--- src/rtl/read_ctrl_pkg.sv ---
// Shared types and constants for the event-buffer read controller.
// Header length field location and the default payload limit live here.
package read_ctrl_pkg;

    typedef enum logic [2:0] {
        IDLE   = 3'd0,
        SUBMIT = 3'd1,
        HDR    = 3'd2,
        FETCH  = 3'd3,
        DATA   = 3'd4
    } state_t;

    localparam int LEN_LSB         = 0;
    localparam int LEN_W           = 10;
    localparam int MAX_LEN_DEFAULT = 64;

endpackage

--- src/rtl/read_control_if.sv ---
// Output word stream of the read controller.
// Handshake: a word moves on a rising clk edge where out_valid && out_ready; while
// out_valid is high and out_ready low, out_data and out_last are held unchanged;
// out_last is meaningful only together with out_valid.
interface read_control_if #(
    parameter int DATA_W = 16
);
    logic [DATA_W-1:0] out_data;
    logic              out_valid;
    logic              out_ready;
    logic              out_last;

    modport master (
        output out_data,
        output out_valid,
        output out_last,
        input  out_ready
    );

    modport slave (
        input  out_data,
        input  out_valid,
        input  out_last,
        output out_ready
    );
endinterface

--- src/rtl/read_control.sv ---
// Claims queued events from the event buffer and streams header plus payload words.
// The read address runs one word ahead so each word costs one FETCH bubble only.
module read_control
    import read_ctrl_pkg::*;
#(
    parameter int ADDR_W  = 11,
    parameter int DATA_W  = 16,
    parameter int MAX_LEN = MAX_LEN_DEFAULT
) (
    input  logic                clk,
    input  logic                rst_n,
    input  logic                live_rising,
    input  logic                r_request,
    output logic                r_submit,
    output logic [ADDR_W-1:0]   rd_addr,
    input  logic [DATA_W-1:0]   rd_data,
    read_control_if.master      out_if,
    output logic                busy,
    output logic                err_len,
    output state_t              fsm_state
);

    localparam logic [LEN_W-1:0] MAX_LEN_V = LEN_W'(MAX_LEN);

    state_t             state;
    logic [ADDR_W-1:0]  rd_ptr;
    logic [LEN_W-1:0]   remaining;
    logic [DATA_W-1:0]  data_q;
    logic               valid_q;
    logic               last_q;
    logic [LEN_W-1:0]   hdr_n;
    logic [LEN_W-1:0]   hdr_clamped;

    assign hdr_n       = rd_data[LEN_LSB +: LEN_W];
    assign hdr_clamped = (hdr_n > MAX_LEN_V) ? MAX_LEN_V : hdr_n;

    assign out_if.out_data  = data_q;
    assign out_if.out_valid = valid_q;
    assign out_if.out_last  = last_q;
    assign busy             = (state != IDLE);
    assign fsm_state        = state;

    always_ff @(posedge clk) begin
        if (!rst_n || live_rising) begin
            state     <= IDLE;
            rd_ptr    <= '0;
            remaining <= '0;
            data_q    <= '0;
            valid_q   <= 1'b0;
            last_q    <= 1'b0;
            r_submit  <= 1'b0;
            rd_addr   <= '0;
            err_len   <= 1'b0;
        end else begin
            r_submit <= 1'b0;
            case (state)
                IDLE: begin
                    if (r_request) begin
                        state    <= SUBMIT;
                        r_submit <= 1'b1;
                        rd_addr  <= rd_ptr;
                    end
                end
                SUBMIT: begin
                    state <= HDR;
                end
                HDR: begin
                    // First HDR cycle captures the header; later cycles wait for the transfer.
                    if (!valid_q) begin
                        data_q    <= rd_data;
                        valid_q   <= 1'b1;
                        last_q    <= (hdr_clamped == '0);
                        remaining <= hdr_clamped;
                        rd_addr   <= rd_addr + 1'b1;
                        if (hdr_n > MAX_LEN_V) begin
                            err_len <= 1'b1;
                        end
                    end else if (out_if.out_ready) begin
                        valid_q <= 1'b0;
                        last_q  <= 1'b0;
                        if (remaining == '0) begin
                            state  <= IDLE;
                            rd_ptr <= rd_addr;
                        end else begin
                            state <= FETCH;
                        end
                    end
                end
                FETCH: begin
                    data_q  <= rd_data;
                    valid_q <= 1'b1;
                    last_q  <= (remaining == LEN_W'(1));
                    rd_addr <= rd_addr + 1'b1;
                    state   <= DATA;
                end
                DATA: begin
                    if (out_if.out_ready) begin
                        valid_q   <= 1'b0;
                        last_q    <= 1'b0;
                        remaining <= remaining - 1'b1;
                        // rd_addr already points one past the final word read.
                        if (remaining == LEN_W'(1)) begin
                            state  <= IDLE;
                            rd_ptr <= rd_addr;
                        end else begin
                            state <= FETCH;
                        end
                    end
                end
                default: begin
                    state <= IDLE;
                end
            endcase
        end
    end

endmodule

--- src/flat_wrapper.sv ---
// flat-port wrapper written by rule: the top's interface ports become plain ports
module read_control_flat import read_ctrl_pkg::*;
#(
    parameter int ADDR_W  = 11,
    parameter int DATA_W  = 16,
    parameter int MAX_LEN = MAX_LEN_DEFAULT
)
  (clk, rst_n, live_rising, r_request, r_submit, rd_addr, rd_data, busy, err_len, fsm_state, out_if_out_data, out_if_out_valid, out_if_out_last, out_if_out_ready);
  read_control_if #(.DATA_W(DATA_W)) out_if_i ();
  input  logic clk;
  input  logic rst_n;
  input  logic live_rising;
  input  logic r_request;
  output logic r_submit;
  output logic [ADDR_W-1:0] rd_addr;
  input  logic [DATA_W-1:0] rd_data;
  output logic busy;
  output logic err_len;
  output state_t fsm_state;
  output wire logic [$bits(out_if_i.out_data)-1:0] out_if_out_data;
  output wire logic [$bits(out_if_i.out_valid)-1:0] out_if_out_valid;
  output wire logic [$bits(out_if_i.out_last)-1:0] out_if_out_last;
  input wire logic [$bits(out_if_i.out_ready)-1:0] out_if_out_ready;
  assign out_if_out_data = out_if_i.out_data;
  assign out_if_out_valid = out_if_i.out_valid;
  assign out_if_out_last = out_if_i.out_last;
  assign out_if_i.out_ready = out_if_out_ready;
  read_control #(.ADDR_W(ADDR_W), .DATA_W(DATA_W), .MAX_LEN(MAX_LEN)) u_core (.clk(clk), .rst_n(rst_n), .live_rising(live_rising), .r_request(r_request), .r_submit(r_submit), .rd_addr(rd_addr), .rd_data(rd_data), .out_if(out_if_i), .busy(busy), .err_len(err_len), .fsm_state(fsm_state));
endmodule
--- config.mk ---
export PLATFORM = sky130hd
export DESIGN_NAME = read_control_flat
export DESIGN_NICKNAME = d
export VERILOG_FILES = /design/src/rtl/read_ctrl_pkg.sv /design/src/rtl/read_control_if.sv /design/src/rtl/read_control.sv /design/src/flat_wrapper.sv
export SDC_FILE = /design/constraint.sdc
export NUM_CORES = 1
export LEC_CHECK = 0
export ABC_AREA = 1
export ABC_CLOCK_PERIOD_IN_PS = 1400
export BUFFER_PORTS_ARGS = -buffer_cell sky130_fd_sc_hd__buf_2
export CAP_MARGIN = 20
export CORE_MARGIN = 2
export CORE_UTILIZATION = 41
export DETAILED_ROUTE_END_ITERATION = 8
export PLACE_DENSITY_LB_ADDON = 0.1
export REMOVE_ABC_BUFFERS = 1
export SYNTH_ARGS = -nofsm -noshare
export SYNTH_HDL_FRONTEND = slang
export SYNTH_SLANG_ARGS = --single-unit
--- constraint.sdc ---
create_clock -name clk -period 1.4 [get_ports clk]
set_clock_uncertainty 0.1 [all_clocks]
set_input_delay 0.28 -clock clk [delete_from_list [all_inputs] [get_ports clk]]
set_output_delay 0.28 -clock clk [all_outputs]
set_load 0.02 [all_outputs]
## Yosys cells after proc, flatten, opt, wreduce, memory -nomap -nowiden

Index checks and enable logic that the tools add are counted.
Widths: inputs -> output; s select.

| cells by class | value |
|---|---|
| add/subtract/negate cells | 2 |
| magnitude comparators | 1 |
| equality and inequality tests | 12 |
| multiplexer cells | 30 |
| bitwise logic cells | 2 |
| reduce and logical (&&, ||, !) cells | 18 |

Operator list:

| kind | count |
|---|---|
| $mux 11 | 7 |
| $pmux 11 s3 | 1 |
| $pmux 16 s2 | 1 |
| $mux 10 | 3 |
| $pmux 11 s2 | 1 |
| $logic_not 10->1 | 2 |
| $pmux 10 s2 | 1 |
| $mux 16 | 1 |
| $pmux 3 s5 | 1 |
| $mux 3 | 4 |
| $add 11x1->11 const B | 1 |
| $eq 10x1->1 const B | 1 |
| $gt 10x7->1 const B | 1 |
| $sub 10x1->10 const B | 1 |
| $reduce_and 3->1 | 3 |
| $reduce_bool 3->1 | 3 |
| $ne 2x2->1 const B | 4 |
| $eq 3x2->1 const B | 2 |
| $mux 1 | 6 |
| $ne 2x1->1 const B | 3 |
| $pmux 1 s3 | 2 |
| $reduce_and 6->1 | 1 |
| $mux 2 | 2 |
| $reduce_and 2->1 | 2 |
| other kinds (9) | 11 |

| storage, ports and cells | value |
|---|---|
| register bits after elaboration | 55 |
| bits of input ports | 21 |
| word-level logic and storage cells | 74 |

## Longest topological paths before layout

Gate-level depths: netlist (run 1).

| depth | value |
|---|---|
| depth after elaboration | 5 |
| depth in mapped cells | 11 |
| depth with buffers taken out | 10 |

## Worst setup path after synthesis (run 1)

Ideal clock, no wire load.

| timing | value |
|---|---|
| path kind | register to register |
| start | register u_core.rd_addr[0] |
| end | register u_core.rd_addr[8] |
| arrival | 1.437 ns |
| data required time | 1.185 ns |
| path slack | -0.252 ns |
| stages on the path, launching flop included | 9 |
| path buffers | 0 |
| cells stage by stage | dfxtp_1 ha_1 nand3_1 nor2_1 inv_1 nor2_1 nand2_1 a21oi_1 nor2_1 |

| on the way | value |
|---|---|
| word-level cells in the longest chain between the ends | 3 |

RTL lines:

| what | line | text |
|---|---|---|
| start, declared | read_control.sv:15 | `output logic [ADDR_W-1:0] rd_addr,` |
| start signal, assigned | read_control.sv:61 | `rd_addr <= rd_ptr;` |
| start signal, assigned | read_control.sv:74 | `rd_addr <= rd_addr + 1'b1;` |
| start signal, assigned | read_control.sv:93 | `rd_addr <= rd_addr + 1'b1;` |
| $add 11x1->11 * | read_control.sv:74, read_control.sv:93 |  |
| $mux 11 | read_control.sv:69 | `if (!valid_q) begin` |
| $pmux 11 s3 * | read_control.sv:56 | `case (state)` |

Mark *: on every way between the ends. The rest lies on a longest branch, timed or not. The select of a mux whose other input is x is not followed.
A chain may end at the register's enable or synchronous reset.

## Worst setup path in the final report (run 1)

| timing | value |
|---|---|
| start | register u_core.state[0], in the netlist u_core.fsm_state[0] |
| end | output busy |

| on the way | value |
|---|---|
| word-level cells in the longest chain between the ends | 1 |

RTL lines:

| what | line | text |
|---|---|---|
| start, declared | read_control.sv:25 | `state_t state;` |
| start signal, assigned | read_control.sv:45 | `state <= IDLE;` |
| start signal, assigned | read_control.sv:59 | `state <= SUBMIT;` |
| start signal, assigned | read_control.sv:65 | `state <= HDR;` |
| $reduce_bool 3->1 | read_control.sv:40 | `assign busy = (state != IDLE);` |
| end, declared | flat_wrapper.sv:17 | `output logic busy;` |

Every way passes these cells.

==> results.cfg, run 1 <==
[global_routing]
grt_max_degree = 23
antenna_found_initial = 0
grt_pass1_vias = 3109
grt_pass1_wl_mm = 13.89
overflow = 0
grt_usage_pct = 22.45

[critical_path]
r2r-end = u_core.rd_ptr[5]
reg2reg_depth = 10
start_kind = flip-flop
cp_data_required_time_ns = 1.02
r2r_start = u_core.fsm_state[1]
r2r_slack_ns = -0.18
worstPathArrival_ns = 1.22
worst-path-max-fanout = 3
crit_type = reg -> out
crit_path_end_kind = output port

[yosys]
synth_edf_count = 0
yosys_warnings = 0
synthMuxAreaShare_pct = 0
synth_top_family_by_area = simple AND/OR/NAND/NOR gates
ys_seq_area_share_pct = 38.36
async_flop_share_pct = 0
synth_simple_gate_area_share_pct = 37.18
synth_area_per_cell_sq_um = 6.421
synth.distinct_cells = 30
syn_area_sq_um = 2870
synthFlopType = dfxtp_1
syn_inst = 447
synth_fa_ha_area_share_pct = 1.744
synth_compound_area_share_pct = 12.25
synth_xor_area_share_pct = 0.6103
synth_seq_cells = 55

[clocking]
cts_sinks = 55
cts_root_buffer = clkbuf_8
cts_max_level = 2
clk_path_buf_depth = 2
clk_latency_ns = 0.32
clk_transition_reported_paths_ns = 0.11
cts_hold_buffers = 0
cts_tree = built
numCtsBuffers = 5

[cells_and_area]
nFillCells = 592
area_growth_pct = 58.20
final_layout_size_suffix_gt1_share_pct = 42.25
layout.nets = 611
final_cells = 683
diodes = 0

[min_path]
hold_path.class = in -> reg
min_from = rd_data[12]
min_path_cells = 3
min_to = u_core.out_if.out_data[12]

[placement]
dp_cells = 657
dp_hpwl_mm = 5.524
gp_congestion = 0.8289
portBuffers = 55

[routing]
drtPass1Iterations = 4
drt-met1-wl_mm = 3.698
top_layer = met4
wl_per_cell_um = 12.97
via_count = 3281
postRouteAntennaNets = 0
drc_errors = 0
vias_per_cell = 4.804
routed-wl-met3_um = 403
wirelength_mm = 8.857
drt_iter0_drc = 112
wl_met2_mm = 4.632

[timing]
setup_viol = 52
finalSetupTns_ns = -5.972
tightest_slew_ns = 0.3875
min_period_over_period_pct = 114.4
hold_viol = 0
grt_setup_unrepaired = yes
slew_violations = 0
max_freq_mhz = 624.2
layout_min_cycle_time_ns = 1.602
fin_ws_ns = -0.2021
max-slew-margin-rel_pct = 73.90

[power]
clkPwrFrac_pct = 31.9
p_sw_share_pct = 28.69
leakage_nw = 2.245
p_sw_mw = 0.8630
combPwrFrac_pct = 15.1
intPower_mw = 2.145
seqPwrFrac_pct = 53.0
ir_worst_vdd_v = 0.0003856
power_mw = 3.008
powerDensity_nw_per_um2 = 662.4

[run_status]
failed_checks = negative setup slack
status = complete, but fails checks

[floorplanning]
die_w_um = 87.67
start_util_pct = 42.25
core-area_sq_um = 6794
rows = 30
io_pins = 56
die_area_sq_um = 7686
die_h_um = 87.67

[flow_run]
cap_violations = 0
==> final cells by class <==
cell class	count	area, sq um	area share, %
Multi-Input combinational cell	327	1898	41.80
Sequential cell	55	1120	24.66
Timing Repair Buffer	140	1066	23.48
Inverter	56	236.5	5.208
Tap cell	96	120.1	2.645
Clock buffer	5	68.82	1.516
Clock inverter	3	23.77	0.5236
Timing Repair inverter	1	7.507	0.1653
==> synthesized netlist by cell type (2+ instances only) <==
| library cell | number | area (sq um) |
|---|---|---|
| ha_1 | 4 | 50.05 |
| nor3_1 | 4 | 20.02 |
| nand2_1 | 103 | 386.6 |
| nand4_1 | 4 | 25.02 |
| o21ai_0 | 32 | 160.2 |
| a21oi_1 | 27 | 135.1 |
| nand3_1 | 29 | 145.1 |
| or2_2 | 2 | 12.51 |
| nor2_1 | 98 | 367.9 |
| buf_4 | 4 | 30.03 |
| nand3_2 | 2 | 20.02 |
| dfxtp_1 | 55 | 1101 |
| o21bai_1 | 3 | 22.52 |
| nor2_2 | 2 | 12.51 |
| clkbuf_1 | 3 | 11.26 |
| buf_2 | 4 | 20.02 |
| nand2_2 | 3 | 18.77 |
| nand2_4 | 2 | 22.52 |
| inv_1 | 51 | 191.4 |
| inv_2 | 5 | 18.77 |
==> worst max path at each step <==
stage                         from                to  slack [ns]  cells after the start
2_1_floorplan                rst_n   u_core.r_submit       -0.79                      4
5_1_grt        u_core.remaining[6]  u_core.rd_ptr[5]       -0.29                      9
6_report       u_core.fsm_state[0]              busy       -0.20                      6
3_5_place_dp   u_core.remaining[1]  u_core.rd_ptr[3]       -0.21                      8
3_3_place_gp   u_core.remaining[0]  u_core.rd_ptr[3]       -0.19                      9
4_1_cts        u_core.fsm_state[0]              busy       -0.17                      6
==> cells in the final DEF (no fill, tap or decap), types with 3 or more instances in the layout <==
cell type   count
nor2_1         83
nand2_1        79
buf_4          70
buf_2          48
dfxtp_1        46
inv_1          44
o21ai_0        23
nand3_1        23
nand2_2        19
a21oi_1        19
buf_6          16
nor2_4         12
nand2_4         8
a21oi_2         7
nand3_4         6
nor2_2          6
o21ai_1         6
nand3_2         6
buf_12          6
dfxtp_2         6
inv_2           5
clkbuf_8        5
inv_4           4
nand4_1         4
o21bai_1        3
o21ai_2         3
clkinvlp_4      3
ha_4            3
dfxtp_4         3
==> cells by family (layout without fill, tap and decap cells) <==
family / after synthesis / in the layout
buffers and inverters: 68 / 205
adders and majority gates: 4 / 4
AOI/OAI and AO/OA: 66 / 66
DFF: 55 / 55
xor gates and xnor gates: 2 / 2
and+or+nand+nor: 252 / 255
==> per-stage QoR <==
stage	setup slack [ns]	utilization (%)	cell area, sq um	hold slack [ns]
after floorplan	-0.7923	-	2798	0.3149
after detailed placement	-0.2117	55.62	3779	0.3567
after global placement	-0.1923	55.62	3779	0.3477
after CTS	-0.1723	62.52	4248	0.06560
after global routing	-0.2869	66.83	4541	0.06503
final	-0.2021	66.83	4541	0.06983
==> power groups by stage <==
stage | Sequential, mW | Combinational [mW] | Clock (mW)
global placement | 1.63 | 0.342 | 0
detailed placement | 1.63 | 0.345 | 0
global route | 1.60 | 0.493 | 1.04
floorplan | 1.66 | 0.140 | 0
CTS | 1.59 | 0.417 | 0.988
finish | 1.59 | 0.455 | 0.958
==> routing by layer <==
metal	GRT usage, %	up-vias
li1	-	1683
met1	27.42	1504
met2	39.12	81
met3	4.241	13
met4	8.392	0
met5	0	-
==> worst max-delay path: stages (launching register included) <==
cell     delay (ns)
dfxtp_4        0.38
inv_2          0.06
nand2_2        0.08
nor2_4         0.10
buf_4          0.12
inv_2          0.04
buf_6          0.12
==> registers in the layout (all words and copies together), names as in the netlist <==
register                 cells
u_core.rd_addr              11
u_core.remaining            10
u_core.out_if.out_data      16
u_core.fsm_state             3
u_core.out_if.out_valid      1
u_core.r_submit              1
u_core.rd_ptr               11
u_core.err_len               1
u_core.out_if.out_last       1
==> timing repair <==
action	in CTS	in global routing
resized for setup	84	69
pin swaps	14	31
endpoints found under the hold margin	0	0
cloned	4	1
setup buffers	9	5
setup endpoints to repair	55	61
No activity file was read; power rests on OpenSTA's default activity.
==> run 2, diff against run 1 <==
REMOVE_ABC_BUFFERS = not set   (was 1)
==> run 2 against run 1 <==
  * The run still ends with negative setup slack left
  * Non-clock buffer count is 14 lower
  * Worst setup slack gained 0.053 ns
  * Fmax increased by 3.4%
  * Sequential share of layout area is 0.78 points higher
  * Core utilization is 1.5 points lower
  * Final cell count decreased by 2.2%
  * Combinational power shrank 8.6%
  * Via count decreased by 1.7%
  * Die area did not move
  * Sequential power about the same
  * Global-route usage about the same
  * First-iteration DRC count rose by 55%
  * Critical path type unchanged
  * Largest cell class unchanged
  * Highest routed layer unchanged
==> results.cfg, run 2 (same netlist as run 1, synthesis figures left out) <==
[global_routing]
grt_pass1_vias = 2988
grt_max_degree = 22
grt_pass1_wl_mm = 13.80
grt_usage_pct = 22.41
overflow = 0
antenna_found_initial = 0

[flow_run]
cap_violations = 0

[routing]
drt_iter0_drc = 174
vias_per_cell = 4.826
drc_errors = 0
drtPass1Iterations = 4
postRouteAntennaNets = 0
via_count = 3224
wirelength_mm = 8.499
wl_per_cell_um = 12.72

[placement]
dp_slack_ns = -0.1454
dp_cells = 639
portBuffers = 55
gp_congestion = 0.9093
dp_hpwl_mm = 5.570

[clocking]
cts_root_buffer = clkbuf_8
clk_path_buf_depth = 2
cts_sinks = 55
clk_transition_reported_paths_ns = 0.10
cts_tree = built
cts_max_level = 2
clk_latency_ns = 0.31
cts_hold_buffers = 0
numCtsBuffers = 5

[critical_path]
crit_type = reg -> out
worstPathArrival_ns = 1.17
cp_data_required_time_ns = 1.02
reg2reg_depth = 9
critical-path-max-stage-delay_ns = 0.39
worst-path-max-fanout = 5
worstPathCellList = inv_6 -> nand2_4 -> nor2_2 -> inv_2 -> buf_6
start_kind = flip-flop
slowest_stage = dfxtp_4
r2r_slack_ns = -0.11
crit_path_end_kind = output port

[cells_and_area]
layout.nets = 596
nFillCells = 587
layout_common_cells = 82 x nand2_1, 82 x nor2_1, 59 x buf_4
largest_reg_flops = 16
final_layout_size_suffix_gt1_share_pct = 41.26
area_growth_pct = 54.71
final_cells = 668
diodes = 0

[floorplanning]
io_pins = 56
start_util_pct = 42.25
die_w_um = 87.67
core-area_sq_um = 6794
die_area_sq_um = 7686
rows = 30
die_h_um = 87.67

[timing]
layout_min_cycle_time_ns = 1.549
max_freq_mhz = 645.5
slew_violations = 0
hold_viol = 0
fin_ws_ns = -0.1492
setup_viol = 39
min_period_over_period_pct = 110.7
fin_hold_ws_ns = 0.08947
grt_setup_unrepaired = yes
tightest_slew_ns = 0.5581
max-slew-margin-rel_pct = 62.40

[power]
leakage_nw = 2.193
p_sw_mw = 0.8105
seqPwrFrac_pct = 52.6
powerDensity_nw_per_um2 = 685.0
intPower_mw = 2.231
ir_worst_vdd_v = 0.0004280
clkPwrFrac_pct = 33.7
combPwrFrac_pct = 13.7
power_mw = 3.042
p_sw_share_pct = 26.64

[min_path]
hold_path.class = in -> reg
min_path_cells = 3

[yosys]
syn-num-nets = 472

[run_status]
status = complete, but fails checks
failed_checks = negative setup slack
==> run 2: repair_timing <==
action | in CTS | in global routing
setup endpoints to repair | 35 | 57
pin swaps | 19 | 34
gates cloned | 3 | 1
endpoints found under the hold margin | 0 | 0
setup buffers | 13 | 5
resized for setup | 59 | 64
==> run 2: final cells by class <==
class | instances | area, sq um | share of cell area [%]
multi-input combinational | 327 | 1903 | 42.86
sequential | 55 | 1130 | 25.44
timing repair buffer | 126 | 948.4 | 21.36
inverter | 56 | 232.7 | 5.241
tap | 96 | 120.1 | 2.705
clock buffer | 7 | 97.59 | 2.198
clock inverter | 1 | 8.758 | 0.1972
==> run 2: worst max-delay path: cells and delay by family (launching register included) <==
kind / cells / cell delay [ns]
buf+inv: 3 / 0.27
flops: 1 / 0.39
simple gates: 2 / 0.20
==> run 2: through the flow <==
stage	util, %	TNS [ns]	area (sq um)
3_3_place_gp	54.88	-1.906	3729
4_1_cts	61.99	-1.416	4212
2_1_floorplan	-	-0.02105	2982
5_1_grt	65.36	-6.864	4441
3_5_place_dp	54.88	-2.866	3729
6_report	65.36	-2.344	4441
==> run 2: path summary, 6_finish.rpt <==
path,startpoint,endpoint
setup / recovery,u_core.fsm_state[1],busy
setup reg to reg,u_core.fsm_state[1],u_core.rd_ptr[5]
hold reg to reg,u_core.remaining[7],u_core.remaining[7]
hold / removal,rd_data[13],u_core.out_if.out_data[13]
==> run 2: power by group through the flow <==
stage | logic, mW | clock network (mW) | registers [mW]
2_1_floorplan | 0.162 | 0 | 1.66
3_3_place_gp | 0.329 | 0 | 1.64
3_5_place_dp | 0.330 | 0 | 1.64
4_1_cts | 0.380 | 1.05 | 1.60
5_1_grt | 0.456 | 1.12 | 1.60
6_report | 0.416 | 1.03 | 1.60
==> run 2: per-layer routing <==
layer / routed length, um / global-route usage [%] / vias up
met5: 0 / 0 / -
li1: - / - / 1662
met4: 116 / 7.413 / 0
met2: 4297 / 38.36 / 60
met3: 241 / 3.582 / 11
met1: 3843 / 28.79 / 1491
==> run 3, diff against run 2 <==
ABC_CLOCK_PERIOD_IN_PS = 2000   (was 1400)
clock period = 2 ns   (was 1.4 ns; I/O delays follow)
==> run 3 against run 2 <==
  * Routed wire length fell by 19%
  * First-iteration DRC count is 14% lower
  * Critical path type unchanged
  * Clock power down 25%
  * Die area stayed put
  * Sequential share of layout area is 7.3 points higher
  * The run now ends clean
  * Total power shrank 31%
  * Non-clock buffer count down 66
  * Final cell count shrank 10%
  * Sequential power fell by 30%
==> results.cfg, run 3 (same netlist as run 1, synthesis figures left out) <==
[run_status]
status = complete, no violations

[timing]
min_period_over_period_pct = 93.51
hold_viol = 0
max-slew-margin-rel_pct = 68.49
grt_setup_unrepaired = no
slew_violations = 0
setup_viol = 0
finalSetupTns_ns = 0
layout_min_cycle_time_ns = 1.870
tightest_slew_ns = 0.4721
max_freq_mhz = 534.7

[critical_path]
crit_path_end_kind = output port
start_kind = flip-flop
slowest_stage = dfxtp_1
worstPathArrival_ns = 1.37
critical-path-max-stage-delay_ns = 0.52
crit_type = reg -> out
cp_data_required_time_ns = 1.50
worst-path-max-fanout = 7
worstPathCellList = inv_2 -> nand2_1 -> nor2_1 -> inv_1 -> buf_2

[routing]
drc_errors = 0
postRouteAntennaNets = 0
vias_per_cell = 4.761
wirelength_mm = 6.912
drtPass1Iterations = 4
wl_per_cell_um = 11.54
drt_iter0_drc = 149
via_count = 2852

[cells_and_area]
layout.nets = 527
largest_reg_flops = 16
fin_util_pct = 49.48
nFillCells = 731
layout_common_cells = 103 x nand2_1, 96 x nor2_1, 55 x buf_2
postLayoutCellArea_sq_um = 3362
final_layout_size_suffix_gt1_share_pct = 17.89
area_growth_pct = 17.13
layout_commonest_cell = nand2_1
final_cells = 599
diodes = 0

[global_routing]
overflow = 0
grt_pass1_vias = 2580
antenna_found_initial = 0
grt_pass1_wl_mm = 11.79
grt_usage_pct = 18.89
grt_max_degree = 23

[clocking]
cts_root_buffer = clkbuf_8
numCtsBuffers = 5
clk_transition_reported_paths_ns = 0.10
cts_max_level = 2
cts_sinks = 55
cts_tree = built
cts_setup_buffers = 0
clk_latency_ns = 0.31
cts_hold_buffers = 0
clk_path_buf_depth = 2

[power]
power_mw = 2.087
leakage_nw = 1.747
powerDensity_nw_per_um2 = 620.7
ir_worst_vdd_v = 0.0003092

[flow_run]
cap_violations = 0

[yosys]
syn-num-nets = 472

[floorplanning]
die_area_sq_um = 7686
core-area_sq_um = 6794
die_h_um = 87.67
rows = 30
start_util_pct = 42.25
io_pins = 56
die_w_um = 87.67

[placement]
dpl-instance-area_sq_um = 3233
gp_congestion = 0.8823
dp_cells = 591
portBuffers = 55
dp_hpwl_mm = 5.143

[min_path]
hold_path.class = in -> reg
## run 3: report_power, final
part / leakage, nW / internal [mW] / switching, mW / total, mW
combinational: 1.24 / 0.0651 / 0.126 / 0.191
clock: 0.0612 / 0.406 / 0.366 / 0.771
sequential: 0.445 / 1.11 / 0.0154 / 1.12
total: 1.75 / 1.58 / 0.507 / 2.09
## run 3: critical path: cells and delay by family, from the launching register on
| kind | cells | cell delay [ns] |
|---|---|---|
| and+or+nand+nor | 2 | 0.15 |
| buffers and inverters | 3 | 0.39 |
| DFF | 1 | 0.52 |
## run 3: final timing paths
path,startpoint,endpoint,slack (ns),cells past startpoint
setup / recovery,u_core.fsm_state[1],busy,0.13,5
hold / removal,rd_data[10],u_core.out_if.out_data[10],0.20,3
setup reg to reg,u_core.rd_addr[0],u_core.rd_addr[4],0.25,8
hold reg to reg,u_core.remaining[7],u_core.remaining[7],0.36,2
## run 3: layout make-up
class	instances	area, sq um	area share [%]
Multi-Input combinational cell	324	1499	44.59
Sequential cell	55	1102	32.79
Timing Repair Buffer	60	312.8	9.304
Inverter	56	210.2	6.252
Tap cell	96	120.1	3.573
Clock buffer	6	82.58	2.456
Clock inverter	2	35.03	1.042
## run 3: routing by layer
layer,global-route usage (%),vias up,wire length [um]
met3,3.582,6,241
met1,24.02,1285,3278
met5,0,-,0
met2,32.85,46,3324
li1,-,1515,-
met4,4.895,0,68
## run 3: through the flow
| stage | hold slack, ns | worst slack (ns) |
|---|---|---|
| floorplan | 0.3379 | 0.3478 |
| global placement | 0.3473 | 0.1773 |
| detailed placement | 0.3564 | 0.1748 |
| CTS | 0.2001 | 0.1270 |
| global route | 0.2055 | 0.06638 |
| finish | 0.2029 | 0.1298 |
## run 3: repair_timing
action / in CTS / in global routing
gates resized for setup: 0 / 3
hold endpoints to repair: 0 / 0
setup endpoints to repair: 0 / 4
